### config.mk
export PLATFORM = sky130hd
export DESIGN_NAME = fizzbuzz_event_queue_flat
export DESIGN_NICKNAME = d
export VERILOG_FILES = /design/src/rtl/fizzbuzz_pkg.sv /design/src/rtl/fizzbuzz_event_queue_if.sv /design/src/rtl/fizzbuzz_event_queue_fifo.sv /design/src/rtl/fizzbuzz_event_queue.sv /design/src/flat_wrapper.sv
export SDC_FILE = /design/constraint.sdc
export NUM_CORES = 1
export LEC_CHECK = 0
export ABC_CLOCK_PERIOD_IN_PS = 3600
export CAP_MARGIN = 20
export CORE_MARGIN = 3
export CORE_UTILIZATION = 59
export CTS_BUF_LIST = sky130_fd_sc_hd__clkbuf_16
export DETAILED_ROUTE_END_ITERATION = 7
export HOLD_SLACK_MARGIN = 0.05
export PLACE_DENSITY = 0.78
export SYNTH_ARGS = -nofsm -noshare
export SYNTH_HDL_FRONTEND = slang
export SYNTH_HIERARCHICAL = 1
export SYNTH_SLANG_ARGS = --single-unit
### constraint.sdc
create_clock -name clk -period 3.6 [get_ports clk]
set_clock_uncertainty 0.05 [all_clocks]
set_input_delay 0.72 -clock clk [delete_from_list [all_inputs] [get_ports clk]]
set_output_delay 0.72 -clock clk [all_outputs]
set_load 0.01 [all_outputs]
### src/rtl/fizzbuzz_pkg.sv
// Shared fizz/buzz tag encoding, entry layout and classification helper used by the
// classifier bench, the event queue and downstream formatters.
package fizzbuzz_pkg;

    localparam int FB_MAX_CYCLES = 100;
    localparam int FB_IDX_W      = $clog2(FB_MAX_CYCLES);

    localparam logic [1:0] FB_TAG_NUM      = 2'd0;
    localparam logic [1:0] FB_TAG_FIZZ     = 2'd1;
    localparam logic [1:0] FB_TAG_BUZZ     = 2'd2;
    localparam logic [1:0] FB_TAG_FIZZBUZZ = 2'd3;

    typedef enum logic [1:0] {
        TAG_NUM      = FB_TAG_NUM,
        TAG_FIZZ     = FB_TAG_FIZZ,
        TAG_BUZZ     = FB_TAG_BUZZ,
        TAG_FIZZBUZZ = FB_TAG_FIZZBUZZ
    } fb_tag_e;

    // Entry layout at the default classifier period; modules with another period
    // declare the same {idx, tag} shape at their own index width.
    typedef struct packed {
        logic [FB_IDX_W-1:0] idx;
        fb_tag_e             tag;
    } fb_entry_t;

    function automatic fb_tag_e fb_classify(input logic fizz, input logic buzz,
                                            input logic fizzbuzz);
        if (fizzbuzz || (fizz && buzz)) return TAG_FIZZBUZZ;
        if (fizz)                       return TAG_FIZZ;
        if (buzz)                       return TAG_BUZZ;
        return TAG_NUM;
    endfunction

endpackage

### src/rtl/fizzbuzz_event_queue_if.sv
// Flag-sample input and valid/ready event output of the fizz/buzz event queue.
interface fizzbuzz_event_queue_if
    import fizzbuzz_pkg::*;
#(
    parameter int MAX_CYCLES = FB_MAX_CYCLES
) ();

    localparam int IDX_W = $clog2(MAX_CYCLES);

    logic             in_valid;
    logic             fizz;
    logic             buzz;
    logic             fizzbuzz;
    logic             out_valid;
    logic             out_ready;
    fb_tag_e          out_tag;
    logic [IDX_W-1:0] out_idx;

    modport master (
        output in_valid, fizz, buzz, fizzbuzz, out_ready,
        input  out_valid, out_tag, out_idx
    );

    modport slave (
        input  in_valid, fizz, buzz, fizzbuzz, out_ready,
        output out_valid, out_tag, out_idx
    );

endinterface

### src/rtl/fizzbuzz_event_queue_fifo.sv
// fbq_fifo: generic synchronous FIFO with a registered head, so dout holds its last
// value when empty and never shows an unwritten slot.
module fbq_fifo #(
    parameter int WIDTH = 8,
    parameter int DEPTH = 8
) (
    input  logic             clk,
    input  logic             reset,
    input  logic             push,
    input  logic             pop,
    input  logic [WIDTH-1:0] din,
    output logic [WIDTH-1:0] dout,
    output logic             full,
    output logic             empty
);

    localparam int AW = $clog2(DEPTH);

    logic [AW:0]      wr_ptr, rd_ptr;
    logic [AW:0]      wr_ptr_nxt, rd_ptr_nxt;
    logic [WIDTH-1:0] mem [DEPTH];
    logic [WIDTH-1:0] head_nxt;
    logic             do_push, do_pop;

    // Extra pointer MSB separates full (MSBs differ) from empty (pointers equal).
    assign empty = (wr_ptr == rd_ptr);
    assign full  = (wr_ptr[AW] != rd_ptr[AW]) && (wr_ptr[AW-1:0] == rd_ptr[AW-1:0]);

    assign do_pop  = pop & ~empty;
    assign do_push = push & (~full | do_pop);

    assign wr_ptr_nxt = wr_ptr + (AW+1)'(do_push);
    assign rd_ptr_nxt = rd_ptr + (AW+1)'(do_pop);

    // NOTE: every variable gets its default first so no path through the block
    // leaves it unassigned, which would infer a latch.
    always_comb begin
        head_nxt = dout;
        if (rd_ptr_nxt != wr_ptr_nxt) begin
            // The new head is the slot being written this very cycle.
            if (rd_ptr_nxt == wr_ptr) head_nxt = din;
            else                      head_nxt = mem[rd_ptr_nxt[AW-1:0]];
        end
    end

    // NOTE: the storage array is deliberately not reset; only slots between the
    // pointers are ever read, and a reset on the array would cost a mux per bit.
    always_ff @(posedge clk) begin
        if (do_push) mem[wr_ptr[AW-1:0]] <= din;
    end

    // NOTE: state registers use non-blocking assignments so every flop samples
    // pre-edge values regardless of process ordering.
    always_ff @(posedge clk) begin
        if (reset) begin
            wr_ptr <= '0;
            rd_ptr <= '0;
            dout   <= '0;
        end else begin
            wr_ptr <= wr_ptr_nxt;
            rd_ptr <= rd_ptr_nxt;
            dout   <= head_nxt;
        end
    end

endmodule

### src/rtl/fizzbuzz_event_queue.sv
// Tags classifier flag samples with a wrapping sequence index and queues qualifying
// events for a valid/ready sink; define FBQ_NUM_PASS_EN to also queue NUM samples.
module fizzbuzz_event_queue
    import fizzbuzz_pkg::*;
#(
    parameter int MAX_CYCLES = FB_MAX_CYCLES,
    parameter int DEPTH      = 8,
    parameter int DROP_W     = 8
) (
    input  logic                   clk,
    input  logic                   reset,
    fizzbuzz_event_queue_if.slave  q_if,
    output logic                   overflow,
    output logic [DROP_W-1:0]      drop_cnt
);

    localparam int IDX_W = $clog2(MAX_CYCLES);

    typedef struct packed {
        logic [IDX_W-1:0] idx;
        fb_tag_e          tag;
    } entry_t;

    localparam int ENTRY_W = $bits(entry_t);

    logic [IDX_W-1:0]   idx_q;
    fb_tag_e            sample_tag;
    entry_t             push_entry;
    entry_t             head;
    logic [ENTRY_W-1:0] fifo_dout;
    logic               push_req, pop, drop;
    logic               fifo_full, fifo_empty;

    assign sample_tag = fb_classify(q_if.fizz, q_if.buzz, q_if.fizzbuzz);
    assign push_entry = '{idx: idx_q, tag: sample_tag};

`ifdef FBQ_NUM_PASS_EN
    assign push_req = q_if.in_valid;
`else
    assign push_req = q_if.in_valid && (sample_tag != TAG_NUM);
`endif

    assign pop  = q_if.out_valid & q_if.out_ready;
    // A full queue only loses the sample when the sink is not freeing a slot.
    assign drop = push_req & fifo_full & ~pop;

    // The index counts every valid sample, queued or not.
    always_ff @(posedge clk) begin
        if (reset) begin
            idx_q <= '0;
        end else if (q_if.in_valid) begin
            idx_q <= (idx_q == IDX_W'(MAX_CYCLES - 1)) ? '0 : idx_q + IDX_W'(1);
        end
    end

    always_ff @(posedge clk) begin
        if (reset) begin
            overflow <= 1'b0;
            drop_cnt <= '0;
        end else if (drop) begin
            overflow <= 1'b1;
            if (drop_cnt != '1) drop_cnt <= drop_cnt + DROP_W'(1);
        end
    end

    fbq_fifo #(
        .WIDTH (ENTRY_W),
        .DEPTH (DEPTH)
    ) u_fifo (
        .clk   (clk),
        .reset (reset),
        .push  (push_req),
        .pop   (pop),
        .din   (push_entry),
        .dout  (fifo_dout),
        .full  (fifo_full),
        .empty (fifo_empty)
    );

    assign head           = entry_t'(fifo_dout);
    assign q_if.out_valid = ~fifo_empty;
    assign q_if.out_tag   = head.tag;
    assign q_if.out_idx   = head.idx;

endmodule

### src/flat_wrapper.sv
// flat-port wrapper written by rule: the top's interface ports become plain ports
module fizzbuzz_event_queue_flat import fizzbuzz_pkg::*;
#(
    parameter int MAX_CYCLES = FB_MAX_CYCLES,
    parameter int DEPTH      = 8,
    parameter int DROP_W     = 8
)
  (clk, reset, overflow, drop_cnt, q_if_in_valid, q_if_fizz, q_if_buzz, q_if_fizzbuzz, q_if_out_ready, q_if_out_valid, q_if_out_tag, q_if_out_idx);
  fizzbuzz_event_queue_if #(.MAX_CYCLES(MAX_CYCLES)) q_if_i ();
  input  logic clk;
  input  logic reset;
  output logic overflow;
  output logic [DROP_W-1:0] drop_cnt;
  input wire logic [$bits(q_if_i.in_valid)-1:0] q_if_in_valid;
  input wire logic [$bits(q_if_i.fizz)-1:0] q_if_fizz;
  input wire logic [$bits(q_if_i.buzz)-1:0] q_if_buzz;
  input wire logic [$bits(q_if_i.fizzbuzz)-1:0] q_if_fizzbuzz;
  input wire logic [$bits(q_if_i.out_ready)-1:0] q_if_out_ready;
  output wire logic [$bits(q_if_i.out_valid)-1:0] q_if_out_valid;
  output wire logic [$bits(q_if_i.out_tag)-1:0] q_if_out_tag;
  output wire logic [$bits(q_if_i.out_idx)-1:0] q_if_out_idx;
  assign q_if_i.in_valid = q_if_in_valid;
  assign q_if_i.fizz = q_if_fizz;
  assign q_if_i.buzz = q_if_buzz;
  assign q_if_i.fizzbuzz = q_if_fizzbuzz;
  assign q_if_i.out_ready = q_if_out_ready;
  assign q_if_out_valid = q_if_i.out_valid;
  assign q_if_out_tag = q_if_i.out_tag;
  assign q_if_out_idx = q_if_i.out_idx;
  fizzbuzz_event_queue #(.MAX_CYCLES(MAX_CYCLES), .DEPTH(DEPTH), .DROP_W(DROP_W)) u_core (.clk(clk), .reset(reset), .q_if(q_if_i), .overflow(overflow), .drop_cnt(drop_cnt));
endmodule
==> results of run 1 <==
through the flow:
stage	hold slack, ns	util	setup WS, ns	power (µW)	instance area, µm²
2_1_floorplan	0.436	-	0.651	1690	4580
3_3_place_gp	0.402	0.668	0.244	1800	4920
3_5_place_dp	0.411	0.668	0.127	1800	4920
4_1_cts	0.421	0.710	0.219	2770	5230
5_1_grt	0.438	0.711	0.0253	2870	5240
6_report	0.423	0.711	0.256	2760	5240
what timing repair did:
action | in CTS | in global routing
endpoints found under the hold margin | 0 | 0
endpoints found under the setup margin | 0 | 2
gates resized for setup | 0 | 1
cells in the mapped netlist (all sizes together), types with 6 or more instances:
master / instances / area (µm²)
nand3: 18 / 100
ha: 6 / 75.1
mux2i: 37 / 370
o21ai: 14 / 81.3
o221ai: 9 / 78.8
buf: 13 / 121
dfxtp: 33 / 661
nor2: 19 / 71.3
xnor2: 12 / 105
edfxtp: 72 / 2160
a21oi: 18 / 90.1
nor2b: 6 / 37.5
mux4: 9 / 203
nand2: 8 / 30.0
xor2: 9 / 86.3
power by group:
part	internal, µW	leakage, µW	switching, µW
clock	576	0.000161	400
sequential	1330	0.000909	31.0
combinational	199	0.000626	221
path summary, 6_finish.rpt:
path,to,slack [ns],cells after the start
setup / recovery,u_core/u_fifo/dout[6],0.26,13
hold / removal,u_core/u_fifo/dout[8],0.42,2
hold reg to reg,u_core/u_fifo/dout[8],0.42,2
setup reg to reg,u_core/u_fifo/dout[6],0.26,13
per-layer routing:
| metal | up-vias | GRT usage |
|---|---|---|
| met2 | 85 | 0.315 |
| met3 | 9 | 0.0401 |
| li1 | 1308 | - |
| met5 | - | 0 |
| met1 | 1328 | 0.294 |
| met4 | 0 | 0.0903 |
cell usage in the layout (no fill, tap or decap), types with 10 or more instances in the layout:
master,Yosys,final
edfxtp_1,72,72
mux2i_1,37,37
dfxtp_1,33,33
clkdlybuf4s50_1,0,25
nor2_1,19,19
a21oi_1,18,18
nand3_1,16,15
o21ai_0,13,13
xnor2_1,12,12
clkbuf_16,0,10
layout make-up:
| type | count | area share |
|---|---|---|
| sequential | 105 | 0.539 |
| multi-input combinational | 201 | 0.308 |
| timing repair buffer | 36 | 0.0683 |
| clock buffer | 10 | 0.0478 |
| tap | 99 | 0.0237 |
| clock inverter | 6 | 0.0108 |
| inverter | 4 | 0.00287 |
state kept, by name, indices dropped and copies added (netlist names):
signal                cells
u_core/drop_cnt           8
u_core/u_fifo/mem        72
u_core/overflow           1
u_core/u_fifo/wr_ptr      4
u_core/u_fifo/dout        9
u_core/u_fifo/rd_ptr      4
u_core/idx_q              7
cell families after synthesis:
group	Yosys count	share of synthesized area
AOI/OAI and AO/OA	49	0.0708
xor gates and xnor gates	22	0.0467
adders and majority gates	6	0.0164
buffers and inverters	20	0.0331
DFF	105	0.617
muxes	46	0.125
and+or+nand+nor	78	0.0910
worst register-to-register path, stage by stage (launching register included):
cell and delay, ns:
dfxtp_1 0.52, xnor2_1 0.16, nand3_1 0.13, nor2_1 0.19
nand2b_1 0.19, inv_1 0.06, o31a_1 0.33, ha_1 0.21
ha_1 0.20, xnor2_1 0.22, xor2_1 0.25, and3_1 0.40
nand3_1 0.13, a21oi_1 0.20
==> impl_results.md, run 1 <==
* Status: completed
* Fin Setup TNS at 0 ns
* Startpoint of the worst hold path: u_core/u_fifo/dout[8]
* Crit. Startpoint: u_core/u_fifo/wr_ptr[1]
* Dpl cells at 445
* Clock transition at the registers of the reported paths at 0.07 ns
* Largest net degree at the start of global routing at 37
* Power Density at 527 mW/mm²
* Slowest-stage cell, CP: dfxtp_1
* Setup bufs post-CTS at 0
* Synth cell types at 45
* HPWL after DPL at 5820 µm
* Worst setup EP type: flip-flop
* Number of global-route vias before repair at 2,656
* ANT cells at 0
* RSZ-0062 raised after global routing: no
* CTS tree: yes
* H-tree levels at 3
* Total Routing Usage GR at 0.208
* Sequential Area at 0.00282 mm²
* DR top layer: met4
* Period utilization at 0.929
* Met3 Routed Length at 385 µm
* Filler instances at 492
* Mapped cell area at 0.00458 mm²
* Clock sinks at 105
* CTS Hold Bufs at 0
* Initial Utilization at 0.621
* Syn Area/Cell at 14.0 µm²
* Area of the multi-input gates at 0.00161 mm²
* Post-synth EDFFs at 72
* Crit start category: flip-flop
* Post-DR wirelength/cell at 18.6 µm
* CP max stage delay at 0.52 ns
* Leakage Power at 0.00170 µW
* Synthesis-to-layout area growth at 14.4%
* IO Port Bufs at 25
* Routed wl met2 at 4100 µm
* Cell Rows at 31
* Routed met1 length at 3960 µm
* Post-Syn Instances at 326
* Worst Path Required at 3.79 ns
* Die span in y at 94.1 µm
* Seq/Total Area, Yosys at 0.617
* Crit path max-delay family: simple AND/OR/NAND/NOR gates
* Async SR Flop Fraction at 0
* Final #Nets at 370
* Via count at 2,730
* Via/cell ratio at 5.92
* Fraction of layout cells with a size suffix above 1 at 0.122
* Post-route antenna net violation count at 0
* Clock Tree Buf Depth at 2
* Die area at 0.00885 mm²
* Drt first-iter violations at 213
* TritonCTS Buffers at 9
* Residual DRC at 0
* Count of non-filler cells in the finished layout at 461
* Syn. warnings at 6
* Root Buffer: clkbuf_16
* Initial antenna violation count at 0
* Max Clk Rate at 299 MHz
* Drt total wl at 8580 µm
* Pre-Repair DR Iteration Count at 5
* Critical Path AT at 3.54 ns
* CP Max Fanout at 9
* Buf/Inv on CP at 1
* GPL Wtd Cong at 0.852
* FF-to-FF Start: u_core/u_fifo/wr_ptr[1]
* Crit Path Category: reg -> reg
* Crit-path cells: xnor2_1 > nand3_1 > nor2_1 > nand2b_1 > inv_1 > o31a_1 > ha_1 > ha_1 > xnor2_1 > xor2_1 > and3_1 > nand3_1 > a21oi_1
* Mapped Nets at 339
* Min cycle time layout at 3.34 ns
* Worst Hold Class: reg -> reg
* Worst-Margin Slew at 0.952 ns
* Max-slew violations at 0
* #FFs+latches synth at 105
* Core ar. at 0.00737 mm²
* Rel. slew slack at 0.361
* # setup viols final at 0
* Max Cap Viol at 0
* Die width at 94.1 µm
* Fin. Hold Viols at 0
* Synth Flop Type: edfxtp_1
* Total grt overflow at 0
* Max IR drop VDD at 298 µV
* I/O Pins at 26
* Wire length of the first global-routing pass at 13,600 µm
* Worst skew pair latency at 0.33 ns
No activity file was read; power rests on OpenSTA's default activity.
==> run 2: changes to the inputs <==
--- a/config.mk
+++ b/config.mk
@@ -8,11 +8,12 @@
 export ABC_CLOCK_PERIOD_IN_PS = 3600
 export CAP_MARGIN = 20
 export CORE_MARGIN = 3
-export CORE_UTILIZATION = 59
+export CORE_UTILIZATION = 49
 export CTS_BUF_LIST = sky130_fd_sc_hd__clkbuf_16
+export CTS_CLUSTER_DIAMETER = 120
 export DETAILED_ROUTE_END_ITERATION = 7
 export HOLD_SLACK_MARGIN = 0.05
-export PLACE_DENSITY = 0.78
+export PLACE_DENSITY = 0.67
 export SYNTH_ARGS = -nofsm -noshare
 export SYNTH_HDL_FRONTEND = slang
 export SYNTH_HIERARCHICAL = 1
==> constraint.sdc (replaced) <==
create_clock -name clk -period 3.6 [get_ports clk]
set_clock_uncertainty 0.05 [all_clocks]
set_input_delay 0.72 -clock clk [delete_from_list [all_inputs] [get_ports clk]]
set_output_delay 0.72 -clock clk [all_outputs]
set_load 0.05 [all_outputs]
==> run 2 against run 1 <==
  * Via count increased by 1.4%
  * Power increased by 5.8%
  * Clock power increased by 7%
  * Critical endpoint is now u_core/u_fifo/dout[5]
  * Flip-flop and latch count is the same
  * Final cell count rose by 3.7%
  * Fmax up 1.4%
  * Utilization fell by 11 points
  * Sequential share of layout area fell by 0.92 points
  * Design area up 1.7%
  * Combinational power grew 24%
  * Hold slack got worse by 0.0044 ns
  * Highest routed layer unchanged
  * Count of clock-buffer cells in the layout decreased by 1
==> impl_results.md, run 2 (synthesis results as in run 1) <==
* Status: completed
* IO Port Bufs at 25 (unchanged)
* Most common cell after layout, fill and taps aside: edfxtp_1
* Pre-CTS setup slack at 0.175 ns (+0.0480 ns)
* CTS tree: yes
* TritonCTS Buffers at 9 (unchanged)
* I/O Pins at 26 (unchanged)
* Worst Path Required at 3.83 ns (+0.04 ns)
* Rel. slew slack at 0.378 (+0.0173)
* Worst skew pair latency at 0.34 ns (about the same)
* Worst Hold Class: reg -> reg
* Root Buffer: clkbuf_16
* RSZ-0062 raised after global routing: no
* Via/cell ratio at 5.79 (-2.2%)
* Crit start category: flip-flop
* Setup bufs post-CTS at 0 (unchanged)
* Crit Path Category: reg -> reg
* GPL Wtd Cong at 0.783 (-8.1%)
* Period utilization at 0.916 (-0.0126)
* Post-DR wirelength/cell at 19.6 µm (+5.4%)
* Post-route antenna net violation count at 0 (unchanged)
* Drt first-iter violations at 144 (-32%)
* Clock Tree Buf Depth at 2 (unchanged)
* Commonest non-fill, non-tap cells in the layout: 72 x edfxtp_1, 37 x mux2i_1, 33 x dfxtp_1, 25 x clkdlybuf4s50_1, 19 x nor2_1
* Drt total wl at 9380 µm (+9.3%)
* Critical Path AT at 3.52 ns (-0.02 ns)
* Residual DRC at 0 (unchanged)
* Total grt overflow at 0 (unchanged)
* Cell area after placement at 0.00501 mm² (+1.7%)
* R2R Setup Slk at 0.30 ns (+0.05 ns)
* Crit-path cells: xnor2_1 > nand3_1 > nor2_1 > nand2b_1 > inv_1 > nor2b_1 > ha_2 > buf_12 > mux2i_1 > mux4_2 > o21ai_0 > o221ai_1 > a21oi_1
* Die span in y at 103 µm (+9.1%)
* Number of global-route vias before repair at 2,696 (+1.5%)
* Worst setup EP type: flip-flop
* CP Max Fanout at 13 (+4)
* Final instance area at 0.00533 mm² (+1.7%)
* Cell Rows at 34 (+9.7%)
* Slowest-stage cell, CP: ha_2
* Total Routing Usage GR at 0.189 (-0.0187)
* Max reg flops at 72 (unchanged)
* Final #Nets at 378 (+2.2%)
* CTS Hold Bufs at 0 (unchanged)
* Fraction of layout cells with a size suffix above 1 at 0.143 (+0.0217)
* Fin Setup TNS at 0 ns (unchanged)
* Power Density at 549 mW/mm² (+4.0%)
* Via count at 2,768 (+1.4%)
* Min cycle time layout at 3.30 ns (-0.0455 ns)
* Die area at 0.0105 mm² (+19%)
* Wire length of the first global-routing pass at 14,800 µm (+9.1%)
* Largest net degree at the start of global routing at 19 (-49%)
* # setup viols final at 0 (unchanged)
* Die width at 103 µm (+9.1%)
* Pre-Repair DR Iteration Count at 4 (-1)
* Max Cap Viol at 0 (unchanged)
* Clock transition at the registers of the reported paths at 0.07 ns (about the same)
* Synthesis-to-layout area growth at 16.4%
* Initial antenna violation count at 0 (unchanged)
* CP max stage delay at 0.55 ns (+0.03 ns)
* H-tree levels at 3 (unchanged)
* Max-slew violations at 0 (unchanged)
* Leakage Power at 0.00173 µW (+1.8%)
* Max Clk Rate at 303 MHz (+1.4%)
* Clock sinks at 105 (unchanged)
* Initial Utilization at 0.515 (-0.106)
* Fin. Hold Viols at 0 (unchanged)
* HPWL after DPL at 6240 µm (+7.2%)
* Fin worst setup slack at 0.302 ns (+0.0455 ns)
* ANT cells at 0 (unchanged)
* Post-cts resize count at 0 (unchanged)
* Worst-Margin Slew at 0.926 ns (-0.0257 ns)
* Max IR drop VDD at 291 µV (-2.4%)
* Core ar. at 0.00889 mm² (+21%)
==> run 2: power breakdown <==
group / switching (µW) / total [µW] / internal [µW]
logic: 306 / 521 / 215
registers: 32.0 / 1370 / 1330
clock network: 428 / 1040 / 608
==> run 2: metal layers <==
metal / global-route usage / part of all wire
met1: 0.280 / 0.48
met2: 0.295 / 0.47
met3: 0.0271 / 0.043
met4: 0.0515 / 0.0085
met5: 0 / 0
==> run 2: cell type report <==
| cell class | instances | area [µm²] |
|---|---|---|
| multi-input cells | 201 | 1610 |
| inverters | 4 | 15.0 |
| clock inverters | 7 | 92.6 |
| well taps | 108 | 135 |
| flip-flops and latches | 105 | 2820 |
| fillers | 703 | 3560 |
| clock buffers | 9 | 225 |
| repair buffers | 44 | 430 |
==> run 2: worst max-delay path, delay by kind of cell (launching register included) <==
family / cells / cell delay, ns
fa+ha+maj: 1 / 0.55
xor+xnor: 1 / 0.17
buf+inv: 2 / 0.27
mux: 2 / 0.62
flops: 1 / 0.53
compound gates: 3 / 0.41
simple gates: 4 / 0.63
==> run 2: worst paths after layout <==
kind | from | to | cells past startpoint
setup / recovery | u_core/u_fifo/wr_ptr[1] | u_core/u_fifo/dout[5] | 13
hold / removal | u_core/u_fifo/dout[6] | u_core/u_fifo/dout[6] | 2
setup reg to reg | u_core/u_fifo/wr_ptr[1] | u_core/u_fifo/dout[5] | 13
hold reg to reg | u_core/u_fifo/dout[6] | u_core/u_fifo/dout[6] | 2
==> run 2: through the flow <==
stage               utilization  total power (µW)  instances  hold slack [ns]
global route              0.599              3020        478            0.438
floorplan                     -              1770        326            0.497
global placement          0.563              1900        462            0.411
CTS                       0.599              2930        478            0.418
detailed placement        0.563              1910        462            0.408
finish                    0.599              2920        478            0.419
==> run 3: changes to the inputs <==
--- a/config.mk
+++ b/config.mk
@@ -8,12 +8,12 @@
 export ABC_CLOCK_PERIOD_IN_PS = 3600
 export CAP_MARGIN = 20
 export CORE_MARGIN = 3
-export CORE_UTILIZATION = 49
+export CORE_UTILIZATION = 59
 export CTS_BUF_LIST = sky130_fd_sc_hd__clkbuf_16
 export CTS_CLUSTER_DIAMETER = 120
 export DETAILED_ROUTE_END_ITERATION = 7
 export HOLD_SLACK_MARGIN = 0.05
-export PLACE_DENSITY = 0.67
+export PLACE_DENSITY = 0.78
 export SYNTH_ARGS = -nofsm -noshare
 export SYNTH_HDL_FRONTEND = slang
 export SYNTH_HIERARCHICAL = 1
==> results of run 3 <==
Same layout as run 1 (identical final DEF). Status: completed.
Main changes from that run: total power 2760 µW -> 2850 µW
